File: src/rtl/ysyx_23060332_wbu.sv
// ysyx_23060332_wbu: write-back unit.
// Buffers EXU/LSU results in a 2-entry in-order FIFO and aligns load data
// at push time. It retires one entry per cycle unless wb_stall holds it,
// and drives the regfile write port and the commit pulse from registers.
// It also reports pending writes to the IDU so that RAW hazards can be detected.
//
// Handshake: a result transfers on any posedge where in_valid && in_ready.
// in_ready depends only on FIFO fullness and rst, never on in_valid.
// When the FIFO is full, a pop in the same cycle does not make room for a push.
module ysyx_23060332_wbu (
  input  logic        clk,
  input  logic        rst,
  input  logic        in_valid,
  output logic        in_ready,
  input  logic [4:0]  in_rd,
  input  logic        in_wen,
  input  logic        in_is_load,
  input  logic [2:0]  in_ld_type,
  input  logic [1:0]  in_addr_lo,
  input  logic [31:0] in_data,
  input  logic [31:0] in_pc,
  input  logic        wb_stall,
  output logic [4:0]  waddr,
  output logic [31:0] wdata,
  output logic        reg_wen,
  output logic        commit_valid,
  output logic [31:0] commit_pc,
  input  logic [4:0]  chk_raddr1,
  input  logic [4:0]  chk_raddr2,
  output logic        hazard1,
  output logic        hazard2,
  output logic [31:0] retire_cnt
);

  typedef struct packed {
    logic [4:0]  rd;
    logic        wen;
    logic [31:0] data;
    logic [31:0] pc;
  } entry_t;

  entry_t      r_fifo [2];
  logic        r_head;
  logic [1:0]  r_count;

  logic [4:0]  r_waddr;
  logic [31:0] r_wdata;
  logic        r_reg_wen;
  logic        r_commit_valid;
  logic [31:0] r_commit_pc;
  logic [31:0] r_retire_cnt;

  logic        w_full;
  logic        w_empty;
  logic        w_push;
  logic        w_pop;
  logic        w_tail;
  logic [31:0] w_aligned;
  logic [1:0]  w_ent_valid;
  entry_t      w_head_ent;

  // Aligns and extends a raw memory word according to the load funct3.
  // For a halfword load only addr_lo[1] selects the half.
  function automatic logic [31:0] load_align(input logic [2:0]  ld_type,
                                             input logic [1:0]  addr_lo,
                                             input logic [31:0] data);
    logic [7:0]  v_byte;
    logic [15:0] v_half;
    logic [31:0] v_res;
    v_byte = data[8*addr_lo +: 8];
    v_half = addr_lo[1] ? data[31:16] : data[15:0];
    case (ld_type)
      3'b000:  v_res = {{24{v_byte[7]}}, v_byte};
      3'b100:  v_res = {24'd0, v_byte};
      3'b001:  v_res = {{16{v_half[15]}}, v_half};
      3'b101:  v_res = {16'd0, v_half};
      default: v_res = data;
    endcase
    return v_res;
  endfunction

  assign w_full     = (r_count == 2'd2);
  assign w_empty    = (r_count == 2'd0);
  assign in_ready   = !w_full && !rst;
  assign w_push     = in_valid && in_ready;
  assign w_pop      = !w_empty && !wb_stall;
  assign w_tail     = r_head ^ r_count[0];
  assign w_aligned  = in_is_load ? load_align(in_ld_type, in_addr_lo, in_data) : in_data;
  assign w_head_ent = r_fifo[r_head];

  // An entry is live if the FIFO is full, or if it is the only entry and sits at the head.
  always_comb begin
    w_ent_valid = 2'b00;
    for (int i = 0; i < 2; i++) begin
      w_ent_valid[i] = w_full || ((r_count == 2'd1) && (r_head == i[0]));
    end
  end

  // Store the already-aligned result at the tail. Payload needs no reset because occupancy gates it.
  always_ff @(posedge clk) begin
    if (w_push) begin
      r_fifo[w_tail] <= '{rd: in_rd, wen: in_wen, data: w_aligned, pc: in_pc};
    end
  end

  // Update the FIFO pointers, the registered commit outputs and the retire counter.
  always_ff @(posedge clk or posedge rst) begin
    if (rst) begin
      r_head         <= 1'b0;
      r_count        <= 2'd0;
      r_waddr        <= 5'd0;
      r_wdata        <= 32'd0;
      r_reg_wen      <= 1'b0;
      r_commit_valid <= 1'b0;
      r_commit_pc    <= 32'd0;
      r_retire_cnt   <= 32'd0;
    end else begin
      r_count        <= r_count + {1'b0, w_push} - {1'b0, w_pop};
      r_commit_valid <= w_pop;
      r_reg_wen      <= w_pop && w_head_ent.wen && (w_head_ent.rd != 5'd0);
      if (w_pop) begin
        r_head       <= ~r_head;
        r_waddr      <= w_head_ent.rd;
        r_wdata      <= w_head_ent.data;
        r_commit_pc  <= w_head_ent.pc;
        r_retire_cnt <= r_retire_cnt + 32'd1;
      end
    end
  end

  // Raise a hazard for a nonzero source that has a buffered write or a write in progress this cycle.
  always_comb begin
    hazard1 = 1'b0;
    hazard2 = 1'b0;
    for (int i = 0; i < 2; i++) begin
      if (w_ent_valid[i] && r_fifo[i].wen && (r_fifo[i].rd == chk_raddr1)) hazard1 = 1'b1;
      if (w_ent_valid[i] && r_fifo[i].wen && (r_fifo[i].rd == chk_raddr2)) hazard2 = 1'b1;
    end
    if (r_reg_wen && (r_waddr == chk_raddr1)) hazard1 = 1'b1;
    if (r_reg_wen && (r_waddr == chk_raddr2)) hazard2 = 1'b1;
    if (chk_raddr1 == 5'd0) hazard1 = 1'b0;
    if (chk_raddr2 == 5'd0) hazard2 = 1'b0;
  end

  assign waddr        = r_waddr;
  assign wdata        = r_wdata;
  assign reg_wen      = r_reg_wen;
  assign commit_valid = r_commit_valid;
  assign commit_pc    = r_commit_pc;
  assign retire_cnt   = r_retire_cnt;

endmodule

File: config.mk
export PLATFORM = sky130hd
export DESIGN_NAME = ysyx_23060332_wbu
export DESIGN_NICKNAME = d
export VERILOG_FILES = /design/src/rtl/ysyx_23060332_wbu.sv
export SDC_FILE = /design/constraint.sdc
export NUM_CORES = 1
export LEC_CHECK = 0
export BUFFER_PORTS_ARGS = -buffer_cell sky130_fd_sc_hd__buf_4
export CORE_UTILIZATION = 45
export DETAILED_ROUTE_END_ITERATION = 8
export GPL_ROUTABILITY_DRIVEN = 0
export PLACE_DENSITY = 0.7
export RECOVER_POWER = 50
export SYNTH_ARGS = -nofsm -noshare
export SYNTH_HDL_FRONTEND = slang
export SYNTH_SLANG_ARGS = --single-unit
File: constraint.sdc
create_clock -name clk -period 4.35 [get_ports clk]
set_input_delay 0.87 -clock clk [delete_from_list [all_inputs] [get_ports clk]]
set_output_delay 0.87 -clock clk [all_outputs]
set_load 0.05 [all_outputs]
==> metrics.txt, run 1 <==
# TYPE chip_impl_metric gauge
chip_impl_info{name="cts_tree",value="done"} 1
chip_impl_metric{name="synthDistinctLibCells",unit=""} 52
chip_impl_metric{name="synth_fa_ha_area_frac",unit=""} 0.00366
chip_impl_metric{name="cts_max_path_buffers",unit=""} 3
chip_impl_metric{name="synth.area.mux_share",unit=""} 0.0715
chip_impl_metric{name="core_area",unit="sq um"} 22100
chip_impl_info{name="crit_path_top_delay_cell",value="sky130_fd_sc_hd__dfrtp_1"} 1
chip_impl_metric{name="cts.repair.resized",unit=""} 0
chip_impl_metric{name="critical_path_arrival",unit="ns"} 2.78
chip_impl_metric{name="synth_fp_nets",unit=""} 866
chip_impl_metric{name="cellPowerDensity",unit="nW/um^2"} 700
chip_impl_info{name="min-delay-path-class",value="flop to flop"} 1
chip_impl_metric{name="globalRoute.totalOverflow",unit=""} 0
chip_impl_info{name="outcome",value="finished, violations left"} 1
chip_impl_metric{name="cts_made_buffers",unit=""} 27
chip_impl_metric{name="grt.total_usage",unit=""} 0.186
chip_impl_metric{name="flow.area_growth_from_synthesis",unit="%"} 22.7
chip_impl_metric{name="path_clk_slew",unit="ns"} 0.06
chip_impl_metric{name="total_buffers_and_inverters_traversed_by_the_critical_path",unit=""} 1
chip_impl_metric{name="postSynth.asyncResetShare",unit=""} 0.431
chip_impl_metric{name="synth_area_per_cell",unit="sq um"} 13.3
chip_impl_metric{name="setup_slack",unit="ns"} 0.698
chip_impl_metric{name="final_period_minus_worst_setup_slack",unit="ns"} 3.65
chip_impl_info{name="violations",value="max-capacitance violations, max-slew violations"} 1
chip_impl_metric{name="first_pass_iters",unit=""} 5
chip_impl_metric{name="crit_path_max_incr_delay",unit="ns"} 0.94
chip_impl_metric{name="detail_route.vias_per_cell",unit=""} 5.25
chip_impl_metric{name="fp.dieW",unit="microns"} 153
chip_impl_metric{name="required_time_at_the_endpoint_of_the_critical_path",unit="ns"} 3.48
chip_impl_metric{name="maxSlewHeadroom",unit=""} -0.426
chip_impl_metric{name="hold_viol",unit=""} 0
chip_impl_metric{name="n_fill_cell",unit=""} 1833
chip_impl_metric{name="cell_area_after_synthesis",unit="sq um"} 10300
chip_impl_metric{name="skew",unit="ns"} 0.0192
chip_impl_metric{name="starting_utilization_of_the_core_area",unit=""} 0.464
chip_impl_metric{name="dp_slack",unit="ns"} 1.38
chip_impl_metric{name="maximum_number_of_pins_on_one_net_before_global_route_repair",unit=""} 80
chip_impl_metric{name="grt_first_pass_wirelength",unit="microns"} 34600
chip_impl_metric{name="detail_route.wirelength",unit="microns"} 21600
chip_impl_metric{name="antenna_violating_nets_left",unit=""} 0
chip_impl_metric{name="number_of_global_route_vias_before_repair",unit=""} 6585
chip_impl_metric{name="timing_worst_slew_pin_value",unit="ns"} 2.14
chip_impl_metric{name="postCtsSetupRepairBufs",unit=""} 0
chip_impl_metric{name="synth-compound-area-share",unit=""} 0.0865
chip_impl_metric{name="report.final.slew_viol_count",unit=""} 130
chip_impl_info{name="worstSetupStartpointType",value="flop"} 1
chip_impl_info{name="most_used_flip_flop_cell_after_synthesis",value="sky130_fd_sc_hd__edfxtp_1"} 1
chip_impl_metric{name="yosys_warnings",unit=""} 0
chip_impl_metric{name="synth_seq_cells",unit=""} 246
chip_impl_metric{name="grt_antenna_before_repair",unit=""} 0
chip_impl_metric{name="post_synth_inst_count",unit=""} 773
chip_impl_metric{name="holdBufCountCts",unit=""} 0
chip_impl_metric{name="fp.dieArea",unit="sq um"} 23400
chip_impl_info{name="clock_root_buffer",value="sky130_fd_sc_hd__clkbuf_16"} 1
chip_impl_metric{name="final_tns_setup",unit="ns"} 0
chip_impl_metric{name="final.period_utilization",unit=""} 0.840
chip_impl_metric{name="clock_latency",unit="ns"} 0.54
chip_impl_metric{name="first_iter_violations",unit=""} 324
chip_impl_metric{name="cts-htree-levels",unit=""} 1
chip_impl_metric{name="maxCapViolCount",unit=""} 2
chip_impl_metric{name="finalSetupViolations",unit=""} 0
chip_impl_metric{name="critical_path_peak_fanout",unit=""} 19
chip_impl_metric{name="synth_enable_flop_cells",unit=""} 140
chip_impl_metric{name="fmaxAchievable",unit="MHz"} 274
chip_impl_info{name="largest_family_of_logic_cells_by_synthesized_area",value="simple AND/OR/NAND/NOR gates"} 1
chip_impl_metric{name="std_cell_rows",unit=""} 54
chip_impl_metric{name="port_buffers",unit=""} 195
chip_impl_metric{name="drt-wirelength-per-cell",unit="microns"} 17.0
chip_impl_info{name="crit_path_end_kind",value="output pin"} 1
chip_impl_info{name="criticalPathCategory",value="flop to output pin"} 1
chip_impl_metric{name="routed_via_count",unit=""} 6656
chip_impl_info{name="grt_setup_unrepaired",value="false"} 1
chip_impl_metric{name="synth_simple_gate_area_frac",unit=""} 0.0912
chip_impl_metric{name="post_synth_xor_area_fraction",unit=""} 0.0555
chip_impl_metric{name="power.static_leakage",unit="nW"} 5.26
chip_impl_metric{name="clock_sinks",unit=""} 246
chip_impl_info{name="path_cells",value="and3b_1, o21ai_0, or4_1, a21oi_1, buf_4"} 1
chip_impl_metric{name="post_route_cells_drive_above_1_share",unit=""} 0.198
chip_impl_metric{name="pin_count",unit=""} 196
chip_impl_metric{name="die_y",unit="microns"} 153
chip_impl_metric{name="post-dp-hpwl",unit="microns"} 14300
chip_impl_metric{name="finish.net_count",unit=""} 1059
chip_impl_metric{name="vdd_drop_max",unit="mV"} 0.451
chip_impl_info{name="worst_path_dominant_cell_family",value="flip-flops"} 1
chip_impl_metric{name="synth.yosys.seq_area_share",unit=""} 0.669
chip_impl_metric{name="route.detailed.drc",unit=""} 0
registers in the layout, summed over array words and instances (netlist names):
signal	cells
retire_cnt	32
r_fifo	140
commit_valid	1
commit_pc	32
r_head	1
waddr	5
wdata	32
r_count	2
reg_wen	1
power breakdown:
group | switching, mW | internal (mW)
sequential | 0.364 | 3.14
combinational | 2.21 | 0.825
clock | 0.870 | 1.39
total | 3.45 | 5.36
through the flow:
step                utilization  instances  hold slack, ns  total power [mW]  instance area [sq um]
floorplan                     -        773           0.505              5.75                  10300
global placement          0.542       1217           0.463              6.76                  12000
detailed placement        0.542       1217           0.472              6.82                  12000
CTS                       0.583       1267           0.484              9.11                  12900
global route              0.569       1267           0.495              9.25                  12600
finish                    0.569       1268           0.476              8.81                  12600
per-layer routing:
layer	share of wire	wire, microns	vias to the layer above	GRT usage
li1	-	-	3195	-
met1	0.44	9600	3216	0.248
met2	0.48	10400	211	0.313
met3	0.055	1180	34	0.0318
met4	0.017	371	0	0.0524
met5	0	0	-	0
placed cells by master, fill, tap and decap left out, types with 3 or more instances in the layout:
cell type,n
sky130_fd_sc_hd__a221o_1,7
sky130_fd_sc_hd__a21o_1,19
sky130_fd_sc_hd__nand3b_1,4
sky130_fd_sc_hd__nand2b_1,3
sky130_fd_sc_hd__o21ai_0,88
sky130_fd_sc_hd__xnor2_1,39
sky130_fd_sc_hd__buf_4,107
sky130_fd_sc_hd__and3_1,5
sky130_fd_sc_hd__nand3_1,19
sky130_fd_sc_hd__xor2_1,26
sky130_fd_sc_hd__or4_1,5
sky130_fd_sc_hd__nor3_1,4
sky130_fd_sc_hd__nand4_1,11
sky130_fd_sc_hd__clkbuf_4,33
sky130_fd_sc_hd__nand2_1,92
sky130_fd_sc_hd__ha_1,3
sky130_fd_sc_hd__mux2i_1,71
sky130_fd_sc_hd__nor4_1,5
sky130_fd_sc_hd__clkbuf_1,73
sky130_fd_sc_hd__clkbuf_8,7
sky130_fd_sc_hd__nor2_1,24
sky130_fd_sc_hd__dfrtp_1,106
sky130_fd_sc_hd__edfxtp_1,140
sky130_fd_sc_hd__a21oi_1,15
sky130_fd_sc_hd__inv_1,12
sky130_fd_sc_hd__clkbuf_16,27
sky130_fd_sc_hd__o221ai_1,3
sky130_fd_sc_hd__o221a_2,4
layout make-up:
type                            count  area, sq um  area share
Antenna cell                        1         2.50    0.000199
Clock buffer                       46          817      0.0649
Clock inverter                      4         85.1     0.00676
Inverter                           14         56.3     0.00448
Multi-Input combinational cell    474         3120       0.248
Sequential cell                   246         6860       0.545
Tap cell                          280          350      0.0278
Timing Repair Buffer              203         1290       0.103
Yosys cell counts (2+ instances only):
cell / count / share of area
sky130_fd_sc_hd__nand3_1: 19 / 0.0093
sky130_fd_sc_hd__a21o_1: 19 / 0.014
sky130_fd_sc_hd__mux2i_1: 71 / 0.069
sky130_fd_sc_hd__a31oi_1: 2 / 0.0012
sky130_fd_sc_hd__and4_1: 2 / 0.0017
sky130_fd_sc_hd__buf_4: 4 / 0.0029
sky130_fd_sc_hd__nand2_1: 92 / 0.034
sky130_fd_sc_hd__and3_1: 6 / 0.0037
sky130_fd_sc_hd__nor2b_1: 2 / 0.0012
sky130_fd_sc_hd__o21ai_0: 88 / 0.043
sky130_fd_sc_hd__o221a_2: 4 / 0.0044
sky130_fd_sc_hd__inv_1: 13 / 0.0048
sky130_fd_sc_hd__a21oi_1: 15 / 0.0073
sky130_fd_sc_hd__nor4_1: 4 / 0.0024
sky130_fd_sc_hd__a221o_1: 7 / 0.0068
sky130_fd_sc_hd__nor3_2: 2 / 0.0020
sky130_fd_sc_hd__o221ai_1: 3 / 0.0026
sky130_fd_sc_hd__nand3b_1: 4 / 0.0029
sky130_fd_sc_hd__nand4_1: 10 / 0.0061
sky130_fd_sc_hd__nor2_1: 25 / 0.0092
sky130_fd_sc_hd__xor2_1: 26 / 0.022
sky130_fd_sc_hd__and2_1: 2 / 0.0012
sky130_fd_sc_hd__xnor2_1: 39 / 0.033
sky130_fd_sc_hd__dfrtp_1: 106 / 0.26
sky130_fd_sc_hd__or4_1: 5 / 0.0037
sky130_fd_sc_hd__nor3b_1: 2 / 0.0015
sky130_fd_sc_hd__ha_1: 3 / 0.0037
sky130_fd_sc_hd__buf_2: 9 / 0.0044
sky130_fd_sc_hd__clkbuf_1: 24 / 0.0088
sky130_fd_sc_hd__nor3_1: 2 / 0.00098
sky130_fd_sc_hd__nand2b_1: 3 / 0.0018
sky130_fd_sc_hd__edfxtp_1: 140 / 0.41
logic make-up after synthesis:
logic type | after synthesis
buf+inv | 53
simple gates | 189
xor+xnor | 65
fa+ha+maj | 3
flops | 246
mux | 72
compound gates | 145
worst reg2reg max path, cell delays in order, from the launching register on:
cell                       delay (ns)
sky130_fd_sc_hd__dfrtp_1         0.94
sky130_fd_sc_hd__clkbuf_2        1.67
sky130_fd_sc_hd__mux2i_1         0.37
sky130_fd_sc_hd__o21ai_0         0.26
worst paths after layout:
check / startpoint / to / slack [ns] / depth (start not counted)
max: r_head / hazard2 / 0.70 / 5
min: commit_pc[2] / commit_pc[2] / 0.48 / 2
max reg2reg: r_head / wdata[11] / 1.01 / 3
min reg2reg: commit_pc[2] / commit_pc[2] / 0.48 / 2
max in group asynchronous: rst / commit_pc[9] / 2.31 / 3
min in group asynchronous: rst / commit_pc[2] / 0.58 / 2
No activity file was read; power rests on OpenSTA's default activity.
==> run 2, diff against run 1 <==
--- a/config.mk
+++ b/config.mk
@@ -9,7 +9,7 @@
 export CORE_UTILIZATION = 45
 export DETAILED_ROUTE_END_ITERATION = 8
 export GPL_ROUTABILITY_DRIVEN = 0
-export PLACE_DENSITY = 0.7
+export PLACE_DENSITY = 0.67
 export RECOVER_POWER = 50
 export SYNTH_ARGS = -nofsm -noshare
 export SYNTH_HDL_FRONTEND = slang
==> constraint.sdc (replaced) <==
create_clock -name clk -period 3.5 [get_ports clk]
set_input_delay 0.7 -clock clk [delete_from_list [all_inputs] [get_ports clk]]
set_output_delay 0.7 -clock clk [all_outputs]
set_load 0.05 [all_outputs]
==> run 2 against run 1 <==
Net effect:
- the run still ends with max-capacitance violations, max-slew violations left
- critical path depth stayed put
- worst hold slack worse by 0.10 ns
- sequential share of layout area is 0.54 points lower
- combinational power is 24% higher
- sequential power is 23% higher
- global-route usage is 0.29 points higher
- clock skew is 0.0030 ns lower
- design area is 1.1% higher
- register-to-register slack worse by 0.15 ns
==> metrics.txt, run 2 (synthesized netlist as in run 1, its figures left out) <==
# TYPE chip_impl_metric gauge
chip_impl_info{name="outcome",value="finished, violations left"} 1
chip_impl_info{name="violations",value="max-capacitance violations, max-slew violations"} 1
chip_impl_metric{name="drt-wirelength-per-cell",unit="microns"} 17.4
chip_impl_info{name="worstSetupStartpointType",value="flop"} 1
chip_impl_metric{name="std_cell_rows",unit=""} 54
chip_impl_metric{name="post_route_cells_drive_above_1_share",unit=""} 0.205
chip_impl_info{name="critical_path.startpoint",value="r_count[1]"} 1
chip_impl_info{name="crit_path_top_delay_cell",value="sky130_fd_sc_hd__or4_1"} 1
chip_impl_info{name="cts_tree",value="done"} 1
chip_impl_metric{name="route.detailed.drc",unit=""} 0
chip_impl_info{name="criticalPathCategory",value="flop to output pin"} 1
chip_impl_metric{name="dp_slack",unit="ns"} 0.872
chip_impl_metric{name="ff2ff_setup_slack",unit="ns"} 0.86
chip_impl_metric{name="final_core_util",unit=""} 0.575
chip_impl_metric{name="stages_on_worst_setup_path",unit=""} 5
chip_impl_metric{name="fp.dieArea",unit="sq um"} 23400
chip_impl_info{name="path_cells",value="nor2b_1, o21ai_0, or4_1, a21oi_1, buf_4"} 1
chip_impl_metric{name="final_tns_setup",unit="ns"} 0
chip_impl_metric{name="final_period_minus_worst_setup_slack",unit="ns"} 2.98
chip_impl_metric{name="skew",unit="ns"} 0.0163
chip_impl_metric{name="cts.repair.resized",unit=""} 0
chip_impl_info{name="worst_path_dominant_cell_family",value="simple AND/OR/NAND/NOR gates"} 1
chip_impl_metric{name="post-dp-hpwl",unit="microns"} 14700
chip_impl_metric{name="final.period_utilization",unit=""} 0.852
chip_impl_metric{name="fp.dieW",unit="microns"} 153
chip_impl_metric{name="power.static_leakage",unit="nW"} 5.30
chip_impl_metric{name="port_buffers",unit=""} 195
chip_impl_metric{name="first_iter_violations",unit=""} 405
chip_impl_metric{name="total_buffers_and_inverters_traversed_by_the_critical_path",unit=""} 1
chip_impl_info{name="critical_path.endpoint",value="hazard2"} 1
chip_impl_info{name="min-delay-path-class",value="input pin to flop"} 1
chip_impl_info{name="grt_setup_unrepaired",value="false"} 1
chip_impl_metric{name="cts_max_path_buffers",unit=""} 3
chip_impl_metric{name="routed_via_count",unit=""} 6686
chip_impl_metric{name="first_pass_iters",unit=""} 5
chip_impl_metric{name="hold_ws",unit="ns"} 0.372
chip_impl_metric{name="detail_route.vias_per_cell",unit=""} 5.26
chip_impl_metric{name="maximum_number_of_pins_on_one_net_before_global_route_repair",unit=""} 94
chip_impl_metric{name="fmaxAchievable",unit="MHz"} 335
chip_impl_metric{name="detail_route.wirelength",unit="microns"} 22100
chip_impl_metric{name="maxCapViolCount",unit=""} 4
chip_impl_metric{name="hold_viol",unit=""} 0
chip_impl_metric{name="critical_path_arrival",unit="ns"} 2.28
chip_impl_metric{name="starting_utilization_of_the_core_area",unit=""} 0.464
chip_impl_metric{name="clock_sinks",unit=""} 246
chip_impl_metric{name="postCtsSetupRepairBufs",unit=""} 0
chip_impl_info{name="r2r_start",value="r_count[0]"} 1
chip_impl_metric{name="critical_path_peak_fanout",unit=""} 5
chip_impl_metric{name="grt.total_usage",unit=""} 0.189
chip_impl_metric{name="grt_first_pass_wirelength",unit="microns"} 35400
chip_impl_info{name="layout.cells.most_common",value="sky130_fd_sc_hd__edfxtp_1"} 1
chip_impl_info{name="crit_path_end_kind",value="output pin"} 1
chip_impl_metric{name="finish.net_count",unit=""} 1063
chip_impl_info{name="terminus_of_the_critical_flop_to_flop_path",value="commit_pc[31]"} 1
chip_impl_metric{name="pin_count",unit=""} 196
chip_impl_metric{name="die_y",unit="microns"} 153
chip_impl_info{name="largest_register",value="r_fifo"} 1
chip_impl_metric{name="antenna_cells",unit=""} 0
chip_impl_metric{name="grt_antenna_before_repair",unit=""} 0
chip_impl_metric{name="path_clk_slew",unit="ns"} 0.06
chip_impl_metric{name="globalRoute.totalOverflow",unit=""} 0
chip_impl_metric{name="cts_made_buffers",unit=""} 27
chip_impl_metric{name="core_area",unit="sq um"} 22100
chip_impl_metric{name="totalPowerFinal",unit="mW"} 11.2
chip_impl_metric{name="cts-htree-levels",unit=""} 1
chip_impl_metric{name="largest_register_ffs",unit=""} 140
chip_impl_metric{name="required_time_at_the_endpoint_of_the_critical_path",unit="ns"} 2.80
chip_impl_info{name="clock_root_buffer",value="sky130_fd_sc_hd__clkbuf_16"} 1
chip_impl_metric{name="maxSlewHeadroom",unit=""} -0.220
chip_impl_metric{name="number_of_global_route_vias_before_repair",unit=""} 6687
chip_impl_info{name="top_library_cells_by_usage_in_the_layout_fill_and_taps_aside",value="sky130_fd_sc_hd__edfxtp_1, sky130_fd_sc_hd__dfrtp_1, sky130_fd_sc_hd__buf_4, sky130_fd_sc_hd__nand2_1, sky130_fd_sc_hd__o21ai_0"} 1
chip_impl_metric{name="report.final.slew_viol_count",unit=""} 204
chip_impl_metric{name="crit_path_max_incr_delay",unit="ns"} 0.56
chip_impl_metric{name="timing_worst_slew_pin_value",unit="ns"} 1.83
chip_impl_metric{name="finalSetupViolations",unit=""} 0
chip_impl_metric{name="holdBufCountCts",unit=""} 0
chip_impl_metric{name="antenna_violating_nets_left",unit=""} 0
chip_impl_metric{name="clock_latency",unit="ns"} 0.53
chip_impl_metric{name="cellPowerDensity",unit="nW/um^2"} 880
chip_impl_metric{name="setup_slack",unit="ns"} 0.517
chip_impl_metric{name="vdd_drop_max",unit="mV"} 0.521
chip_impl_metric{name="flow.area_growth_from_synthesis",unit="%"} 24.0
chip_impl_metric{name="worstRegToRegCells",unit=""} 3
[run 2: per-layer routing]
metal | vias up | global-route usage | part of all wire
li1 | 3200 | - | -
met1 | 3210 | 0.259 | 0.45
met2 | 240 | 0.315 | 0.47
met3 | 36 | 0.0278 | 0.057
met4 | 0 | 0.0495 | 0.018
met5 | - | 0 | 0
[run 2: final cells by class]
| cell class | count | area, sq um |
|---|---|---|
| fill | 1888 | 9380 |
| sequential | 246 | 6860 |
| multi-input combinational | 474 | 3130 |
| timing repair buffer | 207 | 1310 |
| clock buffer | 38 | 798 |
| tap | 280 | 350 |
| clock inverter | 12 | 211 |
| inverter | 14 | 55.1 |
[run 2: metrics by stage]
stage	instances	instance area (sq um)
2_1_floorplan	773	10300
3_3_place_gp	1221	12000
3_5_place_dp	1221	12000
4_1_cts	1271	13000
5_1_grt	1271	12700
6_report	1271	12700
[run 2: how the worst min path moves through the flow]
stage                           endpoint            from  slack (ns)  cells after the start
after floorplan             commit_pc[0]    r_fifo[0][0]        0.50                      2
after global placement    retire_cnt[31]  retire_cnt[31]        0.46                      1
after detailed placement    commit_pc[3]    commit_pc[3]        0.47                      2
after CTS                        reg_wen             rst        0.20                      2
after global routing       r_fifo[0][29]       in_pc[29]        0.35                      1
final                      r_fifo[1][15]       in_pc[15]        0.37                      1
[run 2: power breakdown]
part	switching, mW	leakage, nW	total, mW	internal, mW
sequential	0.409	2.63	4.30	3.90
combinational	2.80	2.19	3.78	0.984
clock	1.13	0.486	3.10	1.97
total	4.34	5.30	11.2	6.85
==> run 3, diff against run 2 <==
--- a/config.mk
+++ b/config.mk
@@ -9,6 +9,7 @@
 export CORE_UTILIZATION = 45
 export DETAILED_ROUTE_END_ITERATION = 8
 export GPL_ROUTABILITY_DRIVEN = 0
+export GPL_TIMING_DRIVEN = 0
 export PLACE_DENSITY = 0.67
 export RECOVER_POWER = 50
 export SYNTH_ARGS = -nofsm -noshare
==> run 3 against run 2 <==
Net effect:
- the flow still finishes with violations (max-capacitance violations, max-slew violations)
- critical path type unchanged
- flip-flop and latch count did not move
- clock power shrank 15%
- critical path depth unchanged
- largest cell class unchanged
==> metrics.txt, run 3 (synthesized netlist as in run 1, its figures left out) <==
# TYPE chip_impl_metric gauge
chip_impl_metric{name="report.final.slew_viol_count",unit=""} 33
chip_impl_info{name="min-delay-path-class",value="input pin to flop"} 1
chip_impl_metric{name="detail_route.vias_per_cell",unit=""} 5.28
chip_impl_metric{name="maxSlewHeadroom",unit=""} -0.0327
chip_impl_metric{name="worstRegToRegCells",unit=""} 5
chip_impl_metric{name="skew",unit="ns"} 0.0128
chip_impl_metric{name="path_clk_slew",unit="ns"} 0.06
chip_impl_metric{name="die_y",unit="microns"} 153
chip_impl_info{name="layout.cells.most_common",value="sky130_fd_sc_hd__edfxtp_1"} 1
chip_impl_metric{name="fraction_of_power_consumed_by_sequential_logic",unit=""} 0.399
chip_impl_info{name="hold_path_end",value="r_fifo[1][30]"} 1
chip_impl_metric{name="fp.dieW",unit="microns"} 153
chip_impl_metric{name="instances_no_fill",unit=""} 1300
chip_impl_metric{name="grt.total_usage",unit=""} 0.199
chip_impl_metric{name="pwr-share-clk",unit=""} 0.244
chip_impl_metric{name="port_buffers",unit=""} 194
chip_impl_metric{name="min_delay_path_depth",unit=""} 1
chip_impl_metric{name="multi_input_comb_area",unit="sq um"} 3140
chip_impl_metric{name="clock_sinks",unit=""} 246
chip_impl_metric{name="finalSetupViolations",unit=""} 0
chip_impl_metric{name="critical_path_arrival",unit="ns"} 2.30
chip_impl_info{name="clock_root_buffer",value="sky130_fd_sc_hd__clkbuf_16"} 1
chip_impl_metric{name="maxCapViolCount",unit=""} 1
chip_impl_metric{name="final.period_utilization",unit=""} 0.856
chip_impl_metric{name="final-seq-area",unit="sq um"} 6860
chip_impl_metric{name="final_core_util",unit=""} 0.571
chip_impl_metric{name="cts_made_buffers",unit=""} 26
chip_impl_info{name="cts_tree",value="done"} 1
chip_impl_metric{name="power_report.internal_total",unit="mW"} 6.39
chip_impl_info{name="min_from",value="in_pc[30]"} 1
chip_impl_metric{name="fp.dieArea",unit="sq um"} 23400
chip_impl_metric{name="post_route_cells_drive_above_1_share",unit=""} 0.167
chip_impl_metric{name="required_time_at_the_endpoint_of_the_critical_path",unit="ns"} 2.80
chip_impl_metric{name="postCtsSetupRepairBufs",unit=""} 0
chip_impl_metric{name="globalRoute.totalOverflow",unit=""} 0
chip_impl_info{name="terminus_of_the_critical_flop_to_flop_path",value="commit_pc[31]"} 1
chip_impl_metric{name="core_area",unit="sq um"} 22100
chip_impl_metric{name="ff2ff_setup_slack",unit="ns"} 0.74
chip_impl_metric{name="drt-wirelength-per-cell",unit="microns"} 18.0
chip_impl_info{name="critical_path.startpoint",value="r_count[0]"} 1
chip_impl_info{name="top_library_cells_by_usage_in_the_layout_fill_and_taps_aside",value="sky130_fd_sc_hd__edfxtp_1, sky130_fd_sc_hd__clkbuf_1, sky130_fd_sc_hd__dfrtp_1, sky130_fd_sc_hd__nand2_1, sky130_fd_sc_hd__o21ai_0"} 1
chip_impl_metric{name="first_iter_violations",unit=""} 395
chip_impl_metric{name="first_pass_iters",unit=""} 4
chip_impl_metric{name="pin_count",unit=""} 196
chip_impl_info{name="grt_setup_unrepaired",value="false"} 1
chip_impl_info{name="violations",value="max-capacitance violations, max-slew violations"} 1
chip_impl_metric{name="final_tns_setup",unit="ns"} 0
chip_impl_metric{name="starting_utilization_of_the_core_area",unit=""} 0.464
chip_impl_info{name="crit_path_end_kind",value="output pin"} 1
chip_impl_metric{name="cts_max_path_buffers",unit=""} 3
chip_impl_metric{name="route.detailed.drc",unit=""} 0
chip_impl_metric{name="clock_latency",unit="ns"} 0.52
chip_impl_metric{name="antenna_violating_nets_left",unit=""} 0
chip_impl_metric{name="fmaxAchievable",unit="MHz"} 334
chip_impl_metric{name="finish.net_count",unit=""} 1092
chip_impl_info{name="largest_register",value="r_fifo"} 1
chip_impl_metric{name="fin_area",unit="sq um"} 12600
chip_impl_metric{name="std_cell_rows",unit=""} 54
chip_impl_metric{name="power.share.switching",unit=""} 0.407
chip_impl_metric{name="timing_worst_slew_pin_value",unit="ns"} 1.54
chip_impl_info{name="r2r_start",value="r_count[0]"} 1
chip_impl_metric{name="power.share.combinational",unit=""} 0.357
chip_impl_metric{name="cts.repair.resized",unit=""} 0
chip_impl_metric{name="routed_via_count",unit=""} 6865
chip_impl_metric{name="flow.area_growth_from_synthesis",unit="%"} 23.0
chip_impl_metric{name="number_of_global_route_vias_before_repair",unit=""} 6767
chip_impl_info{name="outcome",value="finished, violations left"} 1
chip_impl_metric{name="post-dp-hpwl",unit="microns"} 16200
chip_impl_metric{name="switchingPower",unit="mW"} 4.38
chip_impl_metric{name="n_fill_cell",unit=""} 1911
chip_impl_metric{name="place_area",unit="sq um"} 12200
chip_impl_metric{name="vdd_drop_max",unit="mV"} 0.524
chip_impl_metric{name="grt_first_pass_wirelength",unit="microns"} 36400
chip_impl_metric{name="grt_antenna_before_repair",unit=""} 1
chip_impl_metric{name="hold_ws",unit="ns"} 0.383
chip_impl_metric{name="placed_cells",unit=""} 1251
chip_impl_metric{name="detail_route.wirelength",unit="microns"} 23400
chip_impl_metric{name="maximum_number_of_pins_on_one_net_before_global_route_repair",unit=""} 75
chip_impl_metric{name="cts-htree-levels",unit=""} 1
chip_impl_metric{name="cellPowerDensity",unit="nW/um^2"} 853
chip_impl_metric{name="critical_path_peak_fanout",unit=""} 6
chip_impl_metric{name="largest_register_ffs",unit=""} 140
chip_impl_info{name="criticalPathCategory",value="flop to output pin"} 1
chip_impl_info{name="worstSetupStartpointType",value="flop"} 1
chip_impl_metric{name="hold_viol",unit=""} 0
chip_impl_metric{name="holdBufCountCts",unit=""} 0
chip_impl_metric{name="power.static_leakage",unit="nW"} 5.19
chip_impl_metric{name="final_period_minus_worst_setup_slack",unit="ns"} 3.00
run 3: cell count changes in the layout (fill, tap and decap cells not counted), moves of 2 or more:
cell | previous run | this run
sky130_fd_sc_hd__buf_2 | 0 | 7
sky130_fd_sc_hd__clkbuf_4 | 31 | 35
sky130_fd_sc_hd__buf_16 | 0 | 3
sky130_fd_sc_hd__bufinv_16 | 5 | 2
sky130_fd_sc_hd__clkbuf_8 | 6 | 1
sky130_fd_sc_hd__clkinv_1 | 0 | 7
sky130_fd_sc_hd__clkbuf_2 | 2 | 0
sky130_fd_sc_hd__clkbuf_16 | 28 | 26
sky130_fd_sc_hd__clkbuf_1 | 71 | 125
sky130_fd_sc_hd__buf_4 | 105 | 70
run 3: layout make-up:
cell class | instances | area share
flip-flops and latches | 246 | 0.544
multi-input cells | 474 | 0.249
repair buffers | 198 | 0.0962
clock inverters | 16 | 0.0111
clock buffers | 32 | 0.0542
plain buffers | 39 | 0.0138
well taps | 280 | 0.0278
diodes | 1 | 0.000198
inverters | 14 | 0.00446
run 3: worst max-delay path by stage:
stage / to / slack, ns / cells after the start
finish: hazard2 / 0.50 / 5
global route: hazard2 / 0.38 / 5
CTS: hazard1 / 0.44 / 5
detailed placement: hazard1 / 0.84 / 6
global placement: commit_pc[24] / -1.60 / 2
floorplan: commit_pc[0] / 0.01 / 1
run 3: stage by stage:
stage               worst slack [ns]  power, mW
global route                   0.383       11.3
global placement               -1.60       8.50
CTS                            0.439       11.3
finish                         0.504       10.8
floorplan                     0.0111       7.14
detailed placement             0.844       8.61
run 3: power by group through the flow:
stage / logic (mW) / registers, mW / clock network, mW
after floorplan: 1.36 / 5.79 / 0
after global placement: 4.12 / 4.37 / 0
after detailed placement: 4.24 / 4.37 / 0
after CTS: 4.25 / 4.32 / 2.69
after global routing: 4.11 / 4.39 / 2.80
final: 3.84 / 4.30 / 2.62
run 3: routing by layer:
metal	GRT usage	wire length [microns]
met1	0.275	10400
met3	0.0281	1280
met2	0.326	11100
met4	0.0582	529
met5	0	0
run 3: worst max-delay path, cell delays in order, from the launching register on:
cell                      delay, ns
sky130_fd_sc_hd__dfrtp_1       0.44
sky130_fd_sc_hd__nor2b_1       0.22
sky130_fd_sc_hd__o21ai_0       0.17
sky130_fd_sc_hd__or4_1         0.57
sky130_fd_sc_hd__a21oi_1       0.16
sky130_fd_sc_hd__buf_4         0.22
